### config.mk
export PLATFORM = sky130hd
export DESIGN_NAME = ft232h_tx_dma
export DESIGN_NICKNAME = d
export VERILOG_FILES = /design/src/rtl/ft232h_pkg.sv /design/src/rtl/ft232h_byte_unpack.sv /design/src/rtl/ft232h_tx_dma.sv
export SDC_FILE = /design/constraint.sdc
export NUM_CORES = 1
export LEC_CHECK = 0
export CAP_MARGIN = 20
export CORE_MARGIN = 3
export CORE_UTILIZATION = 46
export DETAILED_ROUTE_END_ITERATION = 6
export GPL_ROUTABILITY_DRIVEN = 0
export GPL_TIMING_DRIVEN = 0
export PLACE_DENSITY_LB_ADDON = 0.1
export SLEW_MARGIN = 20
export SYNTH_ARGS = -nofsm -noshare
export SYNTH_HDL_FRONTEND = slang
export SYNTH_HIERARCHICAL = 1
export SYNTH_SLANG_ARGS = --single-unit
### constraint.sdc
create_clock -name clk -period 1.88 [get_ports clk]
set_clock_uncertainty 0.15 [all_clocks]
set_input_delay 0.282 -clock clk [delete_from_list [all_inputs] [get_ports clk]]
set_output_delay 0.282 -clock clk [all_outputs]
set_load 0.005 [all_outputs]
### src/rtl/ft232h_pkg.sv
// ---------------------------------------------------------------------------
// ft232h_pkg
// Shared constants for the ft232h TX DMA feeder and the byte unpacker:
//   - CSR word indices and the CONTROL / STATUS bit positions
//   - FSM state encoding (sized localparams so older tools accept them)
//   - ft232h bridge register map (WRITE_DATA register index)
// ---------------------------------------------------------------------------
package ft232h_pkg;

  // CSR word indices on csr_address
  localparam logic [1:0] CSR_SRC_ADDR = 2'd0;
  localparam logic [1:0] CSR_LENGTH   = 2'd1;
  localparam logic [1:0] CSR_CONTROL  = 2'd2;
  localparam logic [1:0] CSR_STATUS   = 2'd3;

  // CONTROL bits
  localparam int CTRL_START  = 0;
  localparam int CTRL_ABORT  = 1;
  localparam int CTRL_IRQ_EN = 2;

  // STATUS bits; the remaining-byte count occupies [31:16]
  localparam int STAT_BUSY    = 0;
  localparam int STAT_DONE    = 1;
  localparam int STAT_ABORTED = 2;

  // DMA FSM state encoding
  typedef logic [1:0] dma_state_t;
  localparam dma_state_t ST_IDLE = 2'd0;
  localparam dma_state_t ST_RD   = 2'd1;
  localparam dma_state_t ST_WR   = 2'd2;
  localparam dma_state_t ST_FIN  = 2'd3;

  // ft232h bridge register map
  localparam logic [7:0] BRIDGE_WRITE_DATA = 8'd1;

endpackage

### src/rtl/ft232h_byte_unpack.sv
// ---------------------------------------------------------------------------
// ft232h_byte_unpack
// Holds one fetched 32-bit word and walks through its bytes little-endian.
// Ports:
//   clk, rst      clock, synchronous active-high reset
//   load          capture word_in and restart at byte 0
//   word_in       word returned by the memory read
//   advance       current byte was accepted; step to the next one
//   remaining     bytes still to send in the transfer (current byte included)
//   byte_out      byte currently selected (index 0 = bits [7:0])
//   byte_wrap     current byte is byte 3 of the word
//   byte_last     current byte is the final byte of the transfer
// ---------------------------------------------------------------------------
module ft232h_byte_unpack #(
  parameter int LEN_W = 16
) (
  input  logic             clk,
  input  logic             rst,
  input  logic             load,
  input  logic [31:0]      word_in,
  input  logic             advance,
  input  logic [LEN_W-1:0] remaining,
  output logic [7:0]       byte_out,
  output logic             byte_wrap,
  output logic             byte_last
);

  logic [31:0] word_q, word_d;
  logic [1:0]  idx_q, idx_d;

  always_comb begin
    // NOTE: every variable assigned here gets a default first so no path
    // leaves it unassigned, which would otherwise infer a latch.
    word_d = word_q;
    idx_d  = idx_q;
    if (load) begin
      word_d = word_in;
      idx_d  = 2'd0;
    end else if (advance) begin
      idx_d = idx_q + 2'd1;
    end
  end

  always_ff @(posedge clk) begin
    // NOTE: state is updated with non-blocking assignments so every flop
    // samples the pre-edge values regardless of statement order.
    if (rst) begin
      word_q <= '0;
      idx_q  <= '0;
    end else begin
      word_q <= word_d;
      idx_q  <= idx_d;
    end
  end

  always_comb begin
    case (idx_q)
      2'd0:    byte_out = word_q[7:0];
      2'd1:    byte_out = word_q[15:8];
      2'd2:    byte_out = word_q[23:16];
      default: byte_out = word_q[31:24];
    endcase
  end

  assign byte_wrap = (idx_q == 2'd3);
  // The last byte is decided by the byte count, not the word position, so a
  // short final word simply stops early and its upper bytes are dropped.
  assign byte_last = (remaining == LEN_W'(1));

endmodule

### src/rtl/ft232h_tx_dma.sv
// ---------------------------------------------------------------------------
// ft232h_tx_dma
// Avalon-MM DMA feeder for the ft232h USB bridge: reads 32-bit words from
// memory, unpacks them little-endian and writes them byte by byte into the
// bridge WRITE_DATA register, honouring both waitrequests.
// Ports:
//   clk, rst                      clock, synchronous active-high reset
//   csr_*                         CSR slave (SRC_ADDR, LENGTH, CONTROL, STATUS)
//   mem_address/read/readdata/
//   mem_waitrequest               Avalon-MM read master towards memory
//   ft_address/write/writedata/
//   ft_waitrequest                Avalon-MM write master towards the bridge
//   irq                           done interrupt (only with the macro below)
// Build option:
//   FT232H_TX_DMA_IRQ_EN  adds the irq port and the CONTROL.IRQ_EN bit.
// ---------------------------------------------------------------------------
module ft232h_tx_dma
  import ft232h_pkg::*;
#(
  parameter int         ADDR_W       = 32,
  parameter int         LEN_W        = 16,
  parameter logic [7:0] FT_DATA_ADDR = BRIDGE_WRITE_DATA
) (
  input  logic              clk,
  input  logic              rst,
  input  logic [1:0]        csr_address,
  input  logic              csr_read,
  output logic [31:0]       csr_readdata,
  input  logic              csr_write,
  input  logic [31:0]       csr_writedata,
  output logic [ADDR_W-1:0] mem_address,
  output logic              mem_read,
  input  logic [31:0]       mem_readdata,
  input  logic              mem_waitrequest,
  output logic [7:0]        ft_address,
  output logic              ft_write,
  output logic [31:0]       ft_writedata,
`ifdef FT232H_TX_DMA_IRQ_EN
  output logic              irq,
`endif
  input  logic              ft_waitrequest
);

  dma_state_t        state_q, state_d;
  logic [ADDR_W-1:0] src_addr_q, src_addr_d;
  logic [ADDR_W-1:0] ptr_q, ptr_d;
  logic [LEN_W-1:0]  length_q, length_d;
  logic [LEN_W-1:0]  rem_q, rem_d;
  logic              done_q, done_d;
  logic              aborted_q, aborted_d;
  logic              abort_q, abort_d;
  logic              irq_en_q, irq_en_d;
  logic [31:0]       csr_rdata_q, csr_rdata_d;

  logic        busy, start_wr, abort_wr, abort_now;
  logic        mem_hs, ft_hs, set_done, set_aborted;
  logic [7:0]  cur_byte;
  logic        byte_wrap, byte_last;
  logic [31:0] status_word;

  assign busy      = (state_q != ST_IDLE);
  assign start_wr  = csr_write && (csr_address == CSR_CONTROL) && csr_writedata[CTRL_START];
  assign abort_wr  = csr_write && (csr_address == CSR_CONTROL) && csr_writedata[CTRL_ABORT];
  // An abort requested earlier, or arriving in the very cycle a handshake
  // completes, ends the transfer at that handshake.
  assign abort_now = abort_q || abort_wr;
  assign mem_hs    = (state_q == ST_RD) && !mem_waitrequest;
  assign ft_hs     = (state_q == ST_WR) && !ft_waitrequest;

  ft232h_byte_unpack #(.LEN_W(LEN_W)) u_unpack (
    .clk       (clk),
    .rst       (rst),
    .load      (mem_hs),
    .word_in   (mem_readdata),
    .advance   (ft_hs),
    .remaining (rem_q),
    .byte_out  (cur_byte),
    .byte_wrap (byte_wrap),
    .byte_last (byte_last)
  );

  always_comb begin
    status_word               = '0;
    status_word[STAT_BUSY]    = busy;
    status_word[STAT_DONE]    = done_q;
    status_word[STAT_ABORTED] = aborted_q;
    status_word[31:16]        = 16'(rem_q);
  end

  always_comb begin
    state_d     = state_q;
    src_addr_d  = src_addr_q;
    ptr_d       = ptr_q;
    length_d    = length_q;
    rem_d       = rem_q;
    done_d      = done_q;
    aborted_d   = aborted_q;
    abort_d     = abort_q;
    irq_en_d    = irq_en_q;
    csr_rdata_d = csr_rdata_q;
    set_done    = 1'b0;
    set_aborted = 1'b0;

    // CSR writes only touch the programming registers; the running transfer
    // works from its own pointer/counter copies.
    if (csr_write) begin
      case (csr_address)
        CSR_SRC_ADDR: src_addr_d = ADDR_W'(csr_writedata) & ~ADDR_W'(3);
        CSR_LENGTH:   length_d   = csr_writedata[LEN_W-1:0];
        CSR_CONTROL: begin
`ifdef FT232H_TX_DMA_IRQ_EN
          irq_en_d = csr_writedata[CTRL_IRQ_EN];
`else
          irq_en_d = 1'b0;
`endif
        end
        default: begin
          if (csr_writedata[STAT_DONE]) begin
            done_d    = 1'b0;
            aborted_d = 1'b0;
          end
        end
      endcase
    end

    case (state_q)
      ST_IDLE: begin
        abort_d = 1'b0;
        if (start_wr) begin
          ptr_d = src_addr_q;
          rem_d = length_q;
          if (length_q == '0) set_done = 1'b1;
          else                state_d  = ST_RD;
        end
      end
      ST_RD: begin
        if (abort_wr) abort_d = 1'b1;
        if (!mem_waitrequest) begin
          if (abort_now) begin
            state_d     = ST_IDLE;
            set_done    = 1'b1;
            set_aborted = 1'b1;
            abort_d     = 1'b0;
          end else begin
            ptr_d   = ptr_q + ADDR_W'(4);
            state_d = ST_WR;
          end
        end
      end
      ST_WR: begin
        if (abort_wr) abort_d = 1'b1;
        if (!ft_waitrequest) begin
          rem_d = rem_q - LEN_W'(1);
          if (abort_now) begin
            state_d     = ST_IDLE;
            set_done    = 1'b1;
            set_aborted = 1'b1;
            abort_d     = 1'b0;
          end else if (byte_last) begin
            state_d = ST_FIN;
          end else if (byte_wrap) begin
            state_d = ST_RD;
          end
        end
      end
      default: begin
        set_done = 1'b1;
        abort_d  = 1'b0;
        state_d  = ST_IDLE;
      end
    endcase

    // Applied after the STATUS clear so a same-cycle set wins.
    if (set_done)    done_d    = 1'b1;
    if (set_aborted) aborted_d = 1'b1;

    if (csr_read) begin
      case (csr_address)
        CSR_SRC_ADDR: csr_rdata_d = 32'(src_addr_q);
        CSR_LENGTH:   csr_rdata_d = 32'(length_q);
        CSR_CONTROL:  csr_rdata_d = {29'd0, irq_en_q, 2'b00};
        default:      csr_rdata_d = status_word;
      endcase
    end
  end

  always_ff @(posedge clk) begin
    if (rst) begin
      state_q     <= ST_IDLE;
      src_addr_q  <= '0;
      ptr_q       <= '0;
      length_q    <= '0;
      rem_q       <= '0;
      done_q      <= 1'b0;
      aborted_q   <= 1'b0;
      abort_q     <= 1'b0;
      irq_en_q    <= 1'b0;
      csr_rdata_q <= '0;
    end else begin
      state_q     <= state_d;
      src_addr_q  <= src_addr_d;
      ptr_q       <= ptr_d;
      length_q    <= length_d;
      rem_q       <= rem_d;
      done_q      <= done_d;
      aborted_q   <= aborted_d;
      abort_q     <= abort_d;
      irq_en_q    <= irq_en_d;
      csr_rdata_q <= csr_rdata_d;
    end
  end

  // Bus requests come straight from the registered state, so they stay
  // asserted with stable address/data for as long as waitrequest is high.
  assign mem_read     = (state_q == ST_RD);
  assign mem_address  = ptr_q;
  assign ft_write     = (state_q == ST_WR);
  assign ft_writedata = ft_write ? {24'd0, cur_byte} : 32'd0;
  assign ft_address   = FT_DATA_ADDR;
  assign csr_readdata = csr_rdata_q;

`ifdef FT232H_TX_DMA_IRQ_EN
  assign irq = done_q & irq_en_q;
`endif

endmodule
==> run metrics, run 1 <==
Critical Path RT ~1500 ps; area leader, netlist dfxtp_1; ratio of cells with drive above 1 in the final layout approximately 33%; ys async rst share 0%; fin nets 1,355; die area roughly 19,000 µm²; hold slack final between 200 and 250 ps; Synth top area share between 30% and 40%; Final ANT Viol Nets 0; Pins Over Slew Limit 0; Critical Path AT between 1500 and 2000 ps; first-pass GRT wire length roughly 46 mm; Max-slew headroom between 60% and 70%; fmax approximately 440 MHz; initial antenna violation count 0; WL per Instance about 21 µm; worst setup margin -368.1 ps; Final Power between 10,000 and 15,000 µW; RSZ-0062 raised after global routing true; Max Cap Viol 0; Clk Tree Root Cell clkbuf_16; Critical Path Slowest Stage Cell dfxtp_2; ANT cells 0; vias per inst 6.033; r2r startpoint state_q[0]; Reg clk slew, reported paths around 70 ps; maximum vdd drop just under 800 µV; Vert. Die Dim around 140 µm; routed vias roughly 9,000; failing checks negative setup slack; hold_sp csr_read; power density cells between 800 and 900 nW/µm²; Critical Path Source Type register; First DRT Iteration DRCs ~1,000; CTS tree built; post-synthesis sequential area ratio ~40%; Mean Syn Cell Area 8.180 µm²; worst skew pair latency 440 ps; critical path type register to primary output; synthesis-stage register bit count approximately 160; Mapped Area approximately 8200 µm²; WHS Endpoint csr_readdata[4]; Total GRT Usage between 20 and 30%; largest stage delay on the critical path 320 ps; vias in the first global route between 8,000 and 9,000; reg2reg end mem_address[14]; Core Area 17,360 µm²; fin cells 1,511; dpl hpwl between 15 and 20 mm; Hold Path Depth 4; # DRC 0; Max Root-Sink Buffers 2; Initial Util 47.22%; hold buffer count at CTS 0; worst-path fanout max 8; commonest non-fill, non-tap cell in the layout nand2_1; io pins approximately 180; Synth-to-Final Area Change 54.88%; CTS sink cnt ~160; cell family with most CP delay flip-flops; row cnt 48; post-synth cell types ~80; Post-Place Worst Slack -1042 ps; footprint of the multi-input gates around 5300 µm²; GRT overflow 0; outcome complete, but fails checks; # port buffers roughly 140; FF/Latch Area approximately 3300 µm²; Mapped Cells between 1,000 and 1,500; CTS buffer count 17; Period minus WS final between 2000 and 2500 ps; measured slew at the worst slew-check pin 583.0 ps; number of enable flip-flop cells after synthesis 0; first-pass detailed-route iteration total 6; worst min path class input pin to register; H-Tree Depth 4; Tcrit/Tclk final 119.6%; # fillers 1,222; post-layout util approximately 73%; final wirelength between 30 and 40 mm; worst-path cell chain buf_4 -> ha_4 -> a222oi_1 -> mux2i_1 -> and2_1 -> buf_2; setup violators final a little under 90; Synth Flop Type dfxtp_1; WP buf/inv 2; most frequent cells in the layout nand2_1 (131), clkdlybuf4s50_1 (129), dfxtp_1 (124), buf_4 (89), nor2_1 (89); Final Hold Fails 0; largest net degree at the start of global routing 17; Reg2Reg Setup Slack -320 ps; Lkg Pwr around 0.0047 µW; Crit. End Element primary output; die width 139.5 µm; R2R cell count 11; synth top area cells dfxtp_1 (40%), nand2_1 (6.4%), a21oi_1 (6.2%); placed cells ~1,400; synth warn 6
[worst reg2reg max path, delay by kind of cell, from the launching register on]
family / cells / cell delay [ps]
simple gates: 3 / 390
compound gates: 2 / 400
fa+ha+maj: 1 / 150
buf+inv: 5 / 640
flops: 1 / 370
[per-stage QoR]
stage / area, µm² / setup TNS (ps)
after floorplan: 8403 / -328.9
final: 12690 / -15510
after global routing: 12690 / -20740
after global placement: 10110 / -103980
after CTS: 12080 / -15280
after detailed placement: 10110 / -105150
[where the power goes]
| part | switching, µW | internal [µW] | leakage [µW] |
|---|---|---|---|
| clock | 1580 | 1990 | 0.000290 |
| sequential | 315 | 3690 | 0.00135 |
| combinational | 1790 | 1780 | 0.00302 |
[worst max-delay path by stage]
stage / startpoint / to / slack, ps / depth (start not counted)
5_1_grt: u_unpack/idx_q[1] / ft_writedata[1] / -470 / 6
4_1_cts: u_unpack/idx_q[0] / ft_writedata[1] / -420 / 6
3_3_place_gp: state_q[0] / ft_writedata[0] / -1020 / 7
3_5_place_dp: state_q[0] / ft_writedata[3] / -1040 / 7
2_1_floorplan: rem_q[9] / rem_q[15] / -100 / 6
6_report: u_unpack/idx_q[1] / ft_writedata[0] / -370 / 6
[layout make-up]
| class | count | area share (%) |
|---|---|---|
| clock inverter | 15 | 1.311 |
| inverter | 24 | 0.8870 |
| clock buffer | 17 | 3.351 |
| tap | 225 | 2.218 |
| sequential | 163 | 26.35 |
| multi-input combinational | 741 | 41.51 |
| buffer | 99 | 6.584 |
| timing repair buffer | 227 | 17.79 |
[registers in the layout (all words and copies together) (netlist names)]
signal / cells
abort_q: 1
aborted_q: 1
csr_readdata: 32
done_q: 1
length_q: 16
mem_address: 30
rem_q: 16
src_addr_q: 30
state_q: 2
u_unpack/idx_q: 2
u_unpack/word_q: 32
[per-layer routing]
| metal | global-route usage, % | vias up | share of wire [%] |
|---|---|---|---|
| li1 | - | 4080 | - |
| met1 | 40.38 | 4268 | 41 |
| met4 | 11.02 | 0 | 4.2 |
| met2 | 45.62 | 636 | 45 |
| met3 | 6.220 | 132 | 9.9 |
| met5 | 0 | - | 0 |
[logic make-up (layout without fill, tap and decap cells)]
group / count (synthesis) / count (layout) / synth area share (%)
adders and majority gates: 10 / 10 / 1.526
other: 2 / 34 / 0.09162
and+or+nand+nor: 374 / 374 / 22.09
AOI/OAI and AO/OA: 267 / 267 / 21.05
buffers and inverters: 130 / 382 / 8.411
xor gates and xnor gates: 1 / 1 / 0.1069
DFF: 163 / 163 / 39.81
muxes: 55 / 55 / 6.915
[cell usage after synthesis, drive strengths merged (4+ instances only)]
library cell	instances
nand2b	5
a222oi	8
o211ai	6
or4	10
and2	11
a21oi	101
nor4	13
ha	10
nor3	17
a22oi	24
mux2	13
or3	6
a31oi	9
clkbuf	61
nand2	140
or2	5
nand4	11
dfxtp	163
o31ai	8
inv	23
o21ai	34
nor2b	18
buf	45
a21boi	4
a211oi	31
o22ai	7
nand3	22
nor2	98
a311oi	6
mux2i	42
[what timing repair did]
item                                    4_1_cts  5_1_grt
pin swaps                                    89       60
gates cloned                                  8        1
setup buffers                                55       31
gates resized for setup                     270      162
endpoints found under the setup margin      159      168
Note: power is estimated with default switching activity, not from simulation.
==> inputs of run 2 (changes only) <==
--- a/config.mk
+++ b/config.mk
@@ -7,12 +7,12 @@
 export LEC_CHECK = 0
 export CAP_MARGIN = 20
 export CORE_MARGIN = 3
-export CORE_UTILIZATION = 46
+export CORE_UTILIZATION = 55
 export DETAILED_ROUTE_END_ITERATION = 6
+export DONT_BUFFER_PORTS = 1
 export GPL_ROUTABILITY_DRIVEN = 0
 export GPL_TIMING_DRIVEN = 0
 export PLACE_DENSITY_LB_ADDON = 0.1
-export SLEW_MARGIN = 20
 export SYNTH_ARGS = -nofsm -noshare
 export SYNTH_HDL_FRONTEND = slang
 export SYNTH_HIERARCHICAL = 1
==> run 2 against run 1 <==
  * Combinational power decreased by 7.3%
  * Power fell by 0.31%
  * Core utilization increased by 11 points
  * Register-to-register slack hardly changed
  * The flow finishes with violations (design-rule violations, negative setup slack)
  * Die area decreased by 16%
  * Clock power grew 4%
  * Critical endpoint is now ft_writedata[2]
  * Flip-flop and latch count unchanged
==> run metrics, run 2 (synthesis results as in run 1) <==
most used routing layer met2; Max Root-Sink Buffers 2 (unchanged); Pins Over Slew Limit 0 (unchanged); GR met1 Demand/Resource 44.72% (+4.3 points); footprint of the multi-input gates 5223 µm² (-0.90%); Vert. Die Dim 128.1 µm (-8.2%); Final Power 11,110 µW (-0.31%); # fillers 744 (-39%); initial antenna violation count 1 (+1); R2R cell count 9 (-2); row cnt 43 (-10%); measured slew at the worst slew-check pin 897.0 ps (+314.0 ps); dpl hpwl 18.45 mm (-6.3%); fin nets 1,281 (-5.5%); Clk Tree Root Cell clkbuf_16; setup violators final 88 (-1.1%); maximum vdd drop 880.7 µV (+14%); die width 128.1 µm (-8.2%); # DRC 7 (+7); CTS buffer count 17 (unchanged); Lkg Pwr 0.004308 µW (-7.4%); Total GRT Usage 36.85% (+7.4 points); vias in the first global route 8,559 (+2.2%); largest net degree at the start of global routing 17 (unchanged); Synth-to-Final Area Change 44.96%; Hold Path Depth 4 (unchanged); worst-path fanout max 8 (unchanged); CTS tree built; Max Cap Viol 0 (unchanged); fin cells 1,392 (-7.9%); Critical Path Source Type register; post-layout util 83.65% (+11 points); outcome complete, but fails checks; routed vias 9,595 (+5.3%); ANT cells 0 (unchanged); Reg clk slew, reported paths 70 ps (about the same); Max-slew headroom 40.20% (-21 points); Crit. End Element primary output; vias per inst 6.893 (+14%); Initial Util 57.71% (+10 points); power density cells 935.4 nW/µm² (+6.5%); met3 Usage GRT 9.417% (+3.2 points); worst setup margin -563.5 ps (-195.4 ps); Critical Path RT 1450 ps (about the same); Tcrit/Tclk final 130.0% (+10 points); worst skew pair latency 440 ps (about the same); global-route track usage on met2 58.19% (+13 points); FF/Latch Area 3353 µm² (+0.26%); final wirelength 36.45 mm (+15%); Core Area 14,200 µm² (-18%); GRT overflow 0 (unchanged); CTS sink cnt 163 (unchanged); first-pass detailed-route iteration total 7 (+1); # port buffers 0 (-100%); Critical Path AT 2010 ps (+190 ps); first-pass GRT wire length 46.90 mm (+2.2%); Final ANT Viol Nets 0 (unchanged); Final Hold Fails 0 (unchanged); ratio of cells with drive above 1 in the final layout 32.26% (-0.48 points); Period minus WS final 2443 ps (+195.4 ps); WL per Instance 26.19 µm (+25%); fmax 409.3 MHz (-8.0%); RSZ-0062 raised after global routing true; H-Tree Depth 4 (unchanged); commonest non-fill, non-tap cell in the layout nand2_1; critical path type register to primary output; First DRT Iteration DRCs 1,477 (+44%); io pins 178 (unchanged); placed cells 1,214 (-13%); worst min path class input pin to register; most frequent cells in the layout nand2_1 (129), dfxtp_1 (123), nor2_1 (90), buf_4 (82), a21oi_1 (78); die area 16,400 µm² (-16%); failing checks design-rule violations, negative setup slack
[run 2: cell count changes in the layout (fill, tap and decap cells not counted), moves of 8 or more]
| cell | previous run | this run |
|---|---|---|
| clkdlybuf4s50_1 | 129 | 0 |
| clkbuf_2 | 24 | 8 |
| clkbuf_1 | 14 | 37 |
| mux2i_2 | 2 | 10 |
| buf_2 | 10 | 1 |
| dlygate4sd3_1 | 0 | 68 |
[run 2: worst paths after layout]
| path | start | endpoint | slack [ps] |
|---|---|---|---|
| max | u_unpack/idx_q[1] | ft_writedata[2] | -560 |
| min | csr_write | length_q[15] | 40 |
| max reg2reg | state_q[0] | rem_q[9] | -330 |
| min reg2reg | src_addr_q[4] | src_addr_q[4] | 310 |
[run 2: critical path, stage by stage (launching register included)]
cell and delay, ps:
dfxtp_4 380, inv_4 60, ha_4 190, a222oi_1 570
mux2i_1 190, and2_4 190
[run 2: report_power, final]
| group | internal [µW] | total (µW) | leakage, µW | switching (µW) |
|---|---|---|---|---|
| logic | 1510 | 3310 | 0.00266 | 1800 |
| clock network | 2140 | 3720 | 0.000298 | 1580 |
| registers | 3690 | 4080 | 0.00135 | 390 |
| total | 7340 | 11100 | 0.00431 | 3770 |
[run 2: area by class of cell]
cell class                 count  area share (%)
sequential                   163           28.22
clock inverter                14           1.464
inverter                      24          0.9372
tap                          180           1.896
timing repair buffer         149           12.58
clock buffer                  18           3.696
buffer                       103           7.245
multi-input combinational    741           43.96
[run 2: layer usage]
layer / wire length (µm) / share of wire [%]
met1: 11950 / 33
met2: 16270 / 45
met3: 4786 / 13
met4: 3452 / 9.5
met5: 0 / 0
[run 2: repair_timing]
| item | 4_1_cts | 5_1_grt |
|---|---|---|
| setup buffers | 46 | 26 |
| cloned | 8 | 5 |
| hold buffers | 68 | 0 |
| hold endpoints to repair | 84 | 0 |
| resized for setup | 205 | 130 |
| setup endpoints to repair | 92 | 93 |
| pin swaps | 80 | 63 |
[run 2: stage by stage]
| step | cell area [µm²] | setup WS, ps | hold WS, ps | setup TNS [ps] |
|---|---|---|---|---|
| CTS | 11090 | -310.6 | 35.28 | -6768 |
| finish | 11880 | -563.5 | 43.73 | -15960 |
| detailed placement | 8628 | -585.2 | 274.2 | -41510 |
| floorplan | 8403 | -98.63 | 268.0 | -328.9 |
| global route | 11880 | -699.5 | 92.25 | -18250 |
| global placement | 8628 | -535.5 | 269.9 | -38760 |
